`config.mk`:
```
export PLATFORM = sky130hd
export DESIGN_NAME = fetch_stage_flat
export DESIGN_NICKNAME = d
export VERILOG_FILES = /design/src/rtl/fetch_stage_if.sv /design/src/rtl/fetch_stage.sv /design/src/flat_wrapper.sv
export SDC_FILE = /design/constraint.sdc
export NUM_CORES = 1
export LEC_CHECK = 0
export BUFFER_PORTS_ARGS = -buffer_cell sky130_fd_sc_hd__buf_4
export CORE_MARGIN = 4
export CORE_UTILIZATION = 50
export CTS_BUF_LIST = sky130_fd_sc_hd__clkbuf_8
export CTS_CLUSTER_DIAMETER = 200
export DETAILED_ROUTE_END_ITERATION = 16
export PLACE_DENSITY = 0.79
export SLEW_MARGIN = 20
export SYNTH_ARGS = -nofsm -noshare
export SYNTH_HDL_FRONTEND = slang
export SYNTH_SLANG_ARGS = --single-unit
```
`constraint.sdc`:
```
create_clock -name clk -period 2 [get_ports clk]
set_input_delay 0 -clock clk [delete_from_list [all_inputs] [get_ports clk]]
set_output_delay 0 -clock clk [all_outputs]
set_load 0.03 [all_outputs]
```
`src/rtl/fetch_stage_if.sv`:
```
// Bundle of ROM-address, hazard-control and IF/ID signals around the fetch stage.
// The fetch stage uses the master view; the ROM and downstream pipeline use the slave view.
interface fetch_stage_if;
    logic [15:0] pc;
    logic [8:0]  instruction;
    logic        stall;
    logic        redirect;
    logic [15:0] redirect_target;
    logic [8:0]  if_id_instr;
    logic [15:0] if_id_pc;
    logic        if_id_valid;
    logic        halted;
    logic [15:0] fetch_count;

    modport master (
        output pc,
        output if_id_instr,
        output if_id_pc,
        output if_id_valid,
        output halted,
        output fetch_count,
        input  instruction,
        input  stall,
        input  redirect,
        input  redirect_target
    );

    modport slave (
        input  pc,
        input  if_id_instr,
        input  if_id_pc,
        input  if_id_valid,
        input  halted,
        input  fetch_count,
        output instruction,
        output stall,
        output redirect,
        output redirect_target
    );
endinterface

```
`src/rtl/fetch_stage.sv`:
```
// Instruction-fetch stage: owns the PC, reads the combinational instruction ROM,
// loads the IF/ID register, and handles stall, redirect-with-flush and halt.
// Per-edge priority is reset > redirect > stall > halted > normal fetch.
module fetch_stage #(
    parameter logic [15:0] RESET_PC     = 16'd0,
    parameter logic [8:0]  BUBBLE_INSTR = 9'h1B0,
    parameter logic [4:0]  HALT_OPCODE  = 5'b11010
) (
    input  logic         clk,
    input  logic         rst_n,
    fetch_stage_if.master bus
);

    typedef enum logic {
        RUN  = 1'b0,
        HALT = 1'b1
    } state_t;

    state_t      state_q;
    logic [15:0] pc_q;
    logic [8:0]  ifIdInstr_q;
    logic [15:0] ifIdPc_q;
    logic        ifIdValid_q;
    logic [15:0] fetchCount_q;

    logic        isHaltOp;
    logic [15:0] fetchCount_d;

    // Opcode compare on the ROM word and the saturating next value of the debug counter.
    always_comb begin
        isHaltOp     = (bus.instruction[8:4] == HALT_OPCODE);
        fetchCount_d = (fetchCount_q == 16'hFFFF) ? fetchCount_q : fetchCount_q + 16'd1;
    end

    // PC, IF/ID register, fetch counter and RUN/HALT state, all updated on one edge.
    always_ff @(posedge clk) begin
        if (!rst_n) begin
            state_q      <= RUN;
            pc_q         <= RESET_PC;
            ifIdInstr_q  <= BUBBLE_INSTR;
            ifIdPc_q     <= 16'd0;
            ifIdValid_q  <= 1'b0;
            fetchCount_q <= 16'd0;
        end else if (bus.redirect) begin
            // A halt fetched on the wrong path is cancelled along with the flush.
            state_q     <= RUN;
            pc_q        <= bus.redirect_target;
            ifIdInstr_q <= BUBBLE_INSTR;
            ifIdPc_q    <= 16'd0;
            ifIdValid_q <= 1'b0;
        end else if (bus.stall) begin
            state_q <= state_q;
        end else if (state_q == HALT) begin
            ifIdInstr_q <= BUBBLE_INSTR;
            ifIdPc_q    <= 16'd0;
            ifIdValid_q <= 1'b0;
        end else begin
            ifIdInstr_q  <= bus.instruction;
            ifIdPc_q     <= pc_q;
            ifIdValid_q  <= 1'b1;
            fetchCount_q <= fetchCount_d;
            if (isHaltOp) begin
                // PC stays on the halt so it is delivered exactly once as valid.
                state_q <= HALT;
            end else begin
                pc_q <= pc_q + 16'd1;
            end
        end
    end

    assign bus.pc          = pc_q;
    assign bus.if_id_instr = ifIdInstr_q;
    assign bus.if_id_pc    = ifIdPc_q;
    assign bus.if_id_valid = ifIdValid_q;
    assign bus.halted      = (state_q == HALT);
    assign bus.fetch_count = fetchCount_q;

endmodule

```
`src/flat_wrapper.sv`:
```
// flat-port wrapper written by rule: the top's interface ports become plain ports
module fetch_stage_flat 
#(
    parameter logic [15:0] RESET_PC     = 16'd0,
    parameter logic [8:0]  BUBBLE_INSTR = 9'h1B0,
    parameter logic [4:0]  HALT_OPCODE  = 5'b11010
)
  (clk, rst_n, bus_pc, bus_if_id_instr, bus_if_id_pc, bus_if_id_valid, bus_halted, bus_fetch_count, bus_instruction, bus_stall, bus_redirect, bus_redirect_target);
  fetch_stage_if bus_i ();
  input  logic clk;
  input  logic rst_n;
  output wire logic [$bits(bus_i.pc)-1:0] bus_pc;
  output wire logic [$bits(bus_i.if_id_instr)-1:0] bus_if_id_instr;
  output wire logic [$bits(bus_i.if_id_pc)-1:0] bus_if_id_pc;
  output wire logic [$bits(bus_i.if_id_valid)-1:0] bus_if_id_valid;
  output wire logic [$bits(bus_i.halted)-1:0] bus_halted;
  output wire logic [$bits(bus_i.fetch_count)-1:0] bus_fetch_count;
  input wire logic [$bits(bus_i.instruction)-1:0] bus_instruction;
  input wire logic [$bits(bus_i.stall)-1:0] bus_stall;
  input wire logic [$bits(bus_i.redirect)-1:0] bus_redirect;
  input wire logic [$bits(bus_i.redirect_target)-1:0] bus_redirect_target;
  assign bus_pc = bus_i.pc;
  assign bus_if_id_instr = bus_i.if_id_instr;
  assign bus_if_id_pc = bus_i.if_id_pc;
  assign bus_if_id_valid = bus_i.if_id_valid;
  assign bus_halted = bus_i.halted;
  assign bus_fetch_count = bus_i.fetch_count;
  assign bus_i.instruction = bus_instruction;
  assign bus_i.stall = bus_stall;
  assign bus_i.redirect = bus_redirect;
  assign bus_i.redirect_target = bus_redirect_target;
  fetch_stage #(.RESET_PC(RESET_PC), .BUBBLE_INSTR(BUBBLE_INSTR), .HALT_OPCODE(HALT_OPCODE)) u_core (.clk(clk), .rst_n(rst_n), .bus(bus_i));
endmodule
```
Yosys cells after proc, flatten, opt, wreduce, memory -nomap -nowiden
Cells that the tools add are included.

Register bits: 59. Input bits: 29. Output and inout port bits: 59. Logic and storage cells: 30.

$add $sub $neg: 2. Equal/unequal tests: 5. Mux-type cells: 9. Bitwise logic cells: 5. Reductions and logical operators: 3.

Operators by type and width (number): $mux W16 (5); $add A16 B1 Y16 const B (2); $eq A16 B16 Y1 const B (1); $mux W9 (1); $eq A5 B5 Y1 const B (1); $not A1 Y1 (5); $ne A2 B2 Y1 const B (2); $reduce_and A4 Y1 (1); $mux W1 (3); $reduce_and A3 Y1 (1); $ne A2 B1 Y1 const B (1); $reduce_or A2 Y1 (1).

Logic depth before layout (Yosys ltp)
Depth in word-level cells: 5. Depth in mapped cells: 6. Gate-level depth less buffers: 5.

Worst setup path before layout
No wires, ideal clock.

Kind: reg-to-reg. From: register u_core.fetchCount_q[0], in the netlist u_core.bus.fetch_count[0]. To: register u_core.fetchCount_q[12], in the netlist u_core.bus.fetch_count[12]. Library setup time: 0.120 ns. Arrival time: 1.790 ns. Required time: 1.880 ns. Path slack: 0.090 ns. Stages on the path, launching flop included: 6. Period minus slack after synthesis: 1.910 ns. Cell sequence: dfxtp_1 > ha_1 > or4b_1 > nor3_2 > nand4b_1 > mux2i_1.

Word-level cells in the longest chain between the ends: 3. Elaborated cells between the ends (all ways): 4. Those cells by class: add/sub: 1; eq/ne: 1; bitwise: 1; reduce/logical: 1.

Ends and longest elaborated chain: start: declaration (line fetch_stage.sv:24) `logic [15:0] fetchCount_q;`; start signal: assignment (line fetch_stage.sv:61) `fetchCount_q <= fetchCount_d;`; parallel branches: the longest is 3 deep, another holds $add A16 B1 Y16.

Parallel ways; which one is timed is not known. A chain may end at the register's enable or synchronous reset.

Worst setup path in the final report
From: register u_core.pc_q[1], in the netlist u_core.bus.pc[1]. To: register u_core.pc_q[12], in the netlist u_core.bus.pc[12].

Word-level cells in the longest chain between the ends: 5.

Ends and longest elaborated chain: start: declaration (line fetch_stage.sv:20) `logic [15:0] pc_q;`; start signal: assignment (line fetch_stage.sv:47) `pc_q <= bus.redirect_target;`; start signal: assignment (line fetch_stage.sv:66) `pc_q <= pc_q + 16'd1;`; $add A16 B1 Y16 (line fetch_stage.sv:66); $mux W16 (line fetch_stage.sv:62) `if (isHaltOp) begin`; $mux W16 (line fetch_stage.sv:53) `end else if (state_q == HALT) begin`; $mux W16 (line fetch_stage.sv:51) `end else if (bus.stall) begin`; $mux W16 (line fetch_stage.sv:44) `end else if (bus.redirect) begin`.

Every way passes these cells. The select of a mux whose other input is x is not followed.

==> reports/qor.tcl <==
set qor(run_status) {complete, no violations}
set qor(fin_crit_sh) 0.9264
set qor(switching_share) 0.2704
set qor(path_buf_inv) 0
set qor(crit_path_capture_type) {register}
set qor(dp.final_hpwl_um) 5055
set qor(pin_count) 88
set qor(crit_arrival_ns) 2.11
set qor(setup-tns-final_ns) 0
set qor(numCtsBuffers) 9
set qor(drc_violation_count_after_routing) 0
set qor(sort_of_element_at_the_start_of_the_critical_path) {register}
set qor(tightest_slew_ns) 0.7891
set qor(dpl-instance-area_um2) 3427
set qor(avgRoutedWirePerCell_um) 15.53
set qor(hp-class) {input pin to register}
set qor(max-slew-margin-rel) 0.4726
set qor(placeableCoreArea_um2) 5140
set qor(floorplan.initialDensity) 0.5185
set qor(seq_power_share) 0.461
set qor(antenna_left) 0
set qor(globalRouteMet3Util) 0.03769
set qor(h-tree-depth) 3
set qor(clock_path_buffers) 2
set qor(grt_max_degree) 45
set qor(insertion_delay_ns) 0.33
set qor(grt_setup_unrepaired) {false}
set qor(floorplan.die.height_um) 81.01
set qor(routed_wl_um) 7701
set qor(ir_worst_vdd_uv) 479.8
set qor(crit_type) {register to register}
set qor(route.vias.total) 2824
set qor(final-hold-violation-count) 0
set qor(max_cap_viol_count) 0
set qor(comb_power_share) 0.146
set qor(gr-usage-met1) 0.2860
set qor(stdcell_area_um2) 3872
set qor(internal-power_w) 0.001990
set qor(ys_seq_elements) 59
set qor(synth.area.top_cells) {sky130_fd_sc_hd__dfxtp_1, sky130_fd_sc_hd__a22oi_1, sky130_fd_sc_hd__mux2i_1}
set qor(achievable-frequency_ghz) 0.5397
set qor(grt_overflow_total) 0
set qor(floorplan.rows) 26
set qor(layout_common_cells) {sky130_fd_sc_hd__buf_4, sky130_fd_sc_hd__dfxtp_1, sky130_fd_sc_hd__nand2_1, sky130_fd_sc_hd__nor2_1, sky130_fd_sc_hd__dlygate4sd3_1}
set qor(clock_sink_count) 59
set qor(post_route_cells_drive_above_1_share) 0.2817
set qor(cp_cell_sequence) {ha_1, nor3b_2, o21ai_2, or4_1, a31oi_1}
set qor(total_switching_power_w) 0.0007378
set qor(finalMaxSlewViolations) 0
set qor(die-area_um2) 6562
set qor(finish.utilization) 0.7534
set qor(post_synth_inst_count) 304
set qor(final-instance-count-excl-fill) 496
set qor(grt_pass1_wl_um) 11990
set qor(numPortBuffers) 87
set qor(drt_iter0_markers) 195
set qor(highest_fanout_seen_on_the_critical_path) 9
set qor(synth_nets) 335
set qor(final-setup-viol-count) 0
set qor(p_leak_nw) 1.575
set qor(synth-seq-area-share) 0.4432
set qor(areaGrowthSynthToFinish_pct) 45.31
set qor(leading_cell_type_in_the_layout_fill_and_taps_excluded) {sky130_fd_sc_hd__buf_4}
set qor(vias_per_cell) 5.694
set qor(globalplace.congestion) 0.7950
set qor(yosys.cell_types.count) 41
set qor(grt_met2_usage) 0.4105
set qor(globalRoute.busiestLayer) {met2}
set qor(drtPass1Iterations) 5
set qor(finalNetCount) 453
set qor(post_cts.repair.setup_buffers) 0
set qor(area_share_of_the_largest_cell_type_after_synthesis) 0.4432
set qor(syn_area_um2) 2665
set qor(die_width_um) 81.01
set qor(track_usage) 0.2330
set qor(critical-path-top-delay-family) {simple AND/OR/NAND/NOR gates}
set qor(pwr-share-clk) 0.393
set qor(clockRootBuffer) {sky130_fd_sc_hd__clkbuf_8}
set qor(powerDensity_nw_per_um2) 704.5
set qor(antenna_cells) 0
set qor(tritoncts) {yes}
set qor(cpMaxStageDelayCell) {sky130_fd_sc_hd__or4_1}
set qor(cts.reportedPaths.clkPinSlew_ns) 0.07
set qor(worst_path_required_time_ns) 2.26
set qor(timing.critical_path.slowest_cell_delay_ns) 0.54
set qor(ys.warnings.count) 0
set qor(grt_pass1_vias) 2601
set qor(fin_skew_ns) 0.005350
set qor(placedCellCount) 456
set qor(synth_area_per_cell_um2) 8.767
set qor(period_minus_slack_ns) 1.853
set qor(number_of_antenna_violations_at_the_first_check_in_global_routing) 0
set qor(yosys.area.top_type) {sky130_fd_sc_hd__dfxtp_1}
[logic make-up (layout without fill, tap and decap cells)]
logic type / count (synthesis) / after routing / share of synthesized area
mux: 13 / 13 / 0.04882
xor+xnor: 6 / 6 / 0.01972
fa+ha+maj: 2 / 2 / 0.009388
compound gates: 89 / 89 / 0.2174
buf+inv: 23 / 145 / 0.03287
flops: 59 / 59 / 0.4432
simple gates: 112 / 112 / 0.2286
[per-layer routing]
metal	vias up	part of all wire
met5	-	0
met4	0	0.010
met3	8	0.060
met2	100	0.49
met1	1339	0.44
li1	1377	-
[per-stage QoR]
stage	hold WS (ns)	setup WS [ns]	power, W
2_1_floorplan	0.1303	0.08996	0.001480
3_3_place_gp	0.2350	0.2520	0.001630
3_5_place_dp	0.2403	0.1625	0.001637
4_1_cts	0.001187	0.1213	0.002728
5_1_grt	0.04811	0.02501	0.002818
6_report	0.04179	0.1473	0.002728
[tightest hold or removal path, delay by kind of cell]
kind,cells,cell delay (ns)
compound gates,2,0.26
buf+inv,1,0.08
[path summary, 6_finish.rpt]
check                           from                     end  slack (ns)  cells after the start
max                 u_core.bus.pc[1]       u_core.bus.pc[12]        0.15                      5
min reg2reg   u_core.bus.if_id_valid  u_core.bus.if_id_valid        0.48                      2
max reg2reg         u_core.bus.pc[1]       u_core.bus.pc[12]        0.15                      5
min          bus_redirect_target[14]       u_core.bus.pc[14]        0.04                      3
[cell type report]
cell class / count / area [um^2]
clock buffers: 10 / 137.6
multi-input cells: 222 / 1400
clock inverters: 5 / 53.80
inverters: 7 / 26.28
repair buffers: 123 / 985.9
well taps: 70 / 87.58
fillers: 386 / 1267
flip-flops and latches: 59 / 1181
[what timing repair did]
item | CTS | global route
hold buffers | 24 | 1
endpoints found under the hold margin | 23 | 1
setup endpoints to repair | 0 | 3
resized for setup | 0 | 1
[registers in the layout (all words and copies together) (netlist names)]
signal and flops:
u_core.bus.halted 1, u_core.bus.pc 16, u_core.bus.fetch_count 16, u_core.bus.if_id_pc 16, u_core.bus.if_id_instr 9, u_core.bus.if_id_valid 1
[synth_stat cells]
library cell and count:
sky130_fd_sc_hd__buf_2 1, sky130_fd_sc_hd__nand2_1 29, sky130_fd_sc_hd__dfxtp_1 59, sky130_fd_sc_hd__or3_1 1, sky130_fd_sc_hd__or4_1 8, sky130_fd_sc_hd__nand4_2 1, sky130_fd_sc_hd__nor2_1 26, sky130_fd_sc_hd__a22oi_1 21
sky130_fd_sc_hd__o311a_1 1, sky130_fd_sc_hd__buf_1 2, sky130_fd_sc_hd__mux2i_1 13, sky130_fd_sc_hd__nand3_1 9, sky130_fd_sc_hd__or3_4 1, sky130_fd_sc_hd__a31oi_1 11, sky130_fd_sc_hd__nor3b_2 1, sky130_fd_sc_hd__o31ai_1 7
sky130_fd_sc_hd__o21ai_1 1, sky130_fd_sc_hd__o31a_1 1, sky130_fd_sc_hd__or4b_1 1, sky130_fd_sc_hd__nor4_1 3, sky130_fd_sc_hd__nor4bb_1 1, sky130_fd_sc_hd__nand4b_1 1, sky130_fd_sc_hd__a21oi_1 13, sky130_fd_sc_hd__nand4bb_1 2
sky130_fd_sc_hd__nor3_2 2, sky130_fd_sc_hd__a21boi_1 1, sky130_fd_sc_hd__a211oi_1 7, sky130_fd_sc_hd__o2111a_1 2, sky130_fd_sc_hd__and3_1 4, sky130_fd_sc_hd__o22ai_1 4, sky130_fd_sc_hd__or2_2 1, sky130_fd_sc_hd__clkbuf_1 13
sky130_fd_sc_hd__and4_1 2, sky130_fd_sc_hd__ha_1 2, sky130_fd_sc_hd__inv_1 7, sky130_fd_sc_hd__o21ai_0 19, sky130_fd_sc_hd__nand2b_1 12, sky130_fd_sc_hd__o2111ai_1 1, sky130_fd_sc_hd__nor3_1 2, sky130_fd_sc_hd__nand4_1 5
sky130_fd_sc_hd__xnor2_1 6
[power groups by stage]
stage | Combinational (W) | Clock [W] | Sequential [W]
final | 0.000399 | 0.00107 | 0.00126
after global routing | 0.000428 | 0.00113 | 0.00126
after CTS | 0.000394 | 0.00108 | 0.00126
after detailed placement | 0.000355 | 0 | 0.00128
after global placement | 0.000350 | 0 | 0.00128
after floorplan | 0.000126 | 0 | 0.00135
Note: power is estimated with default switching activity, not from simulation.
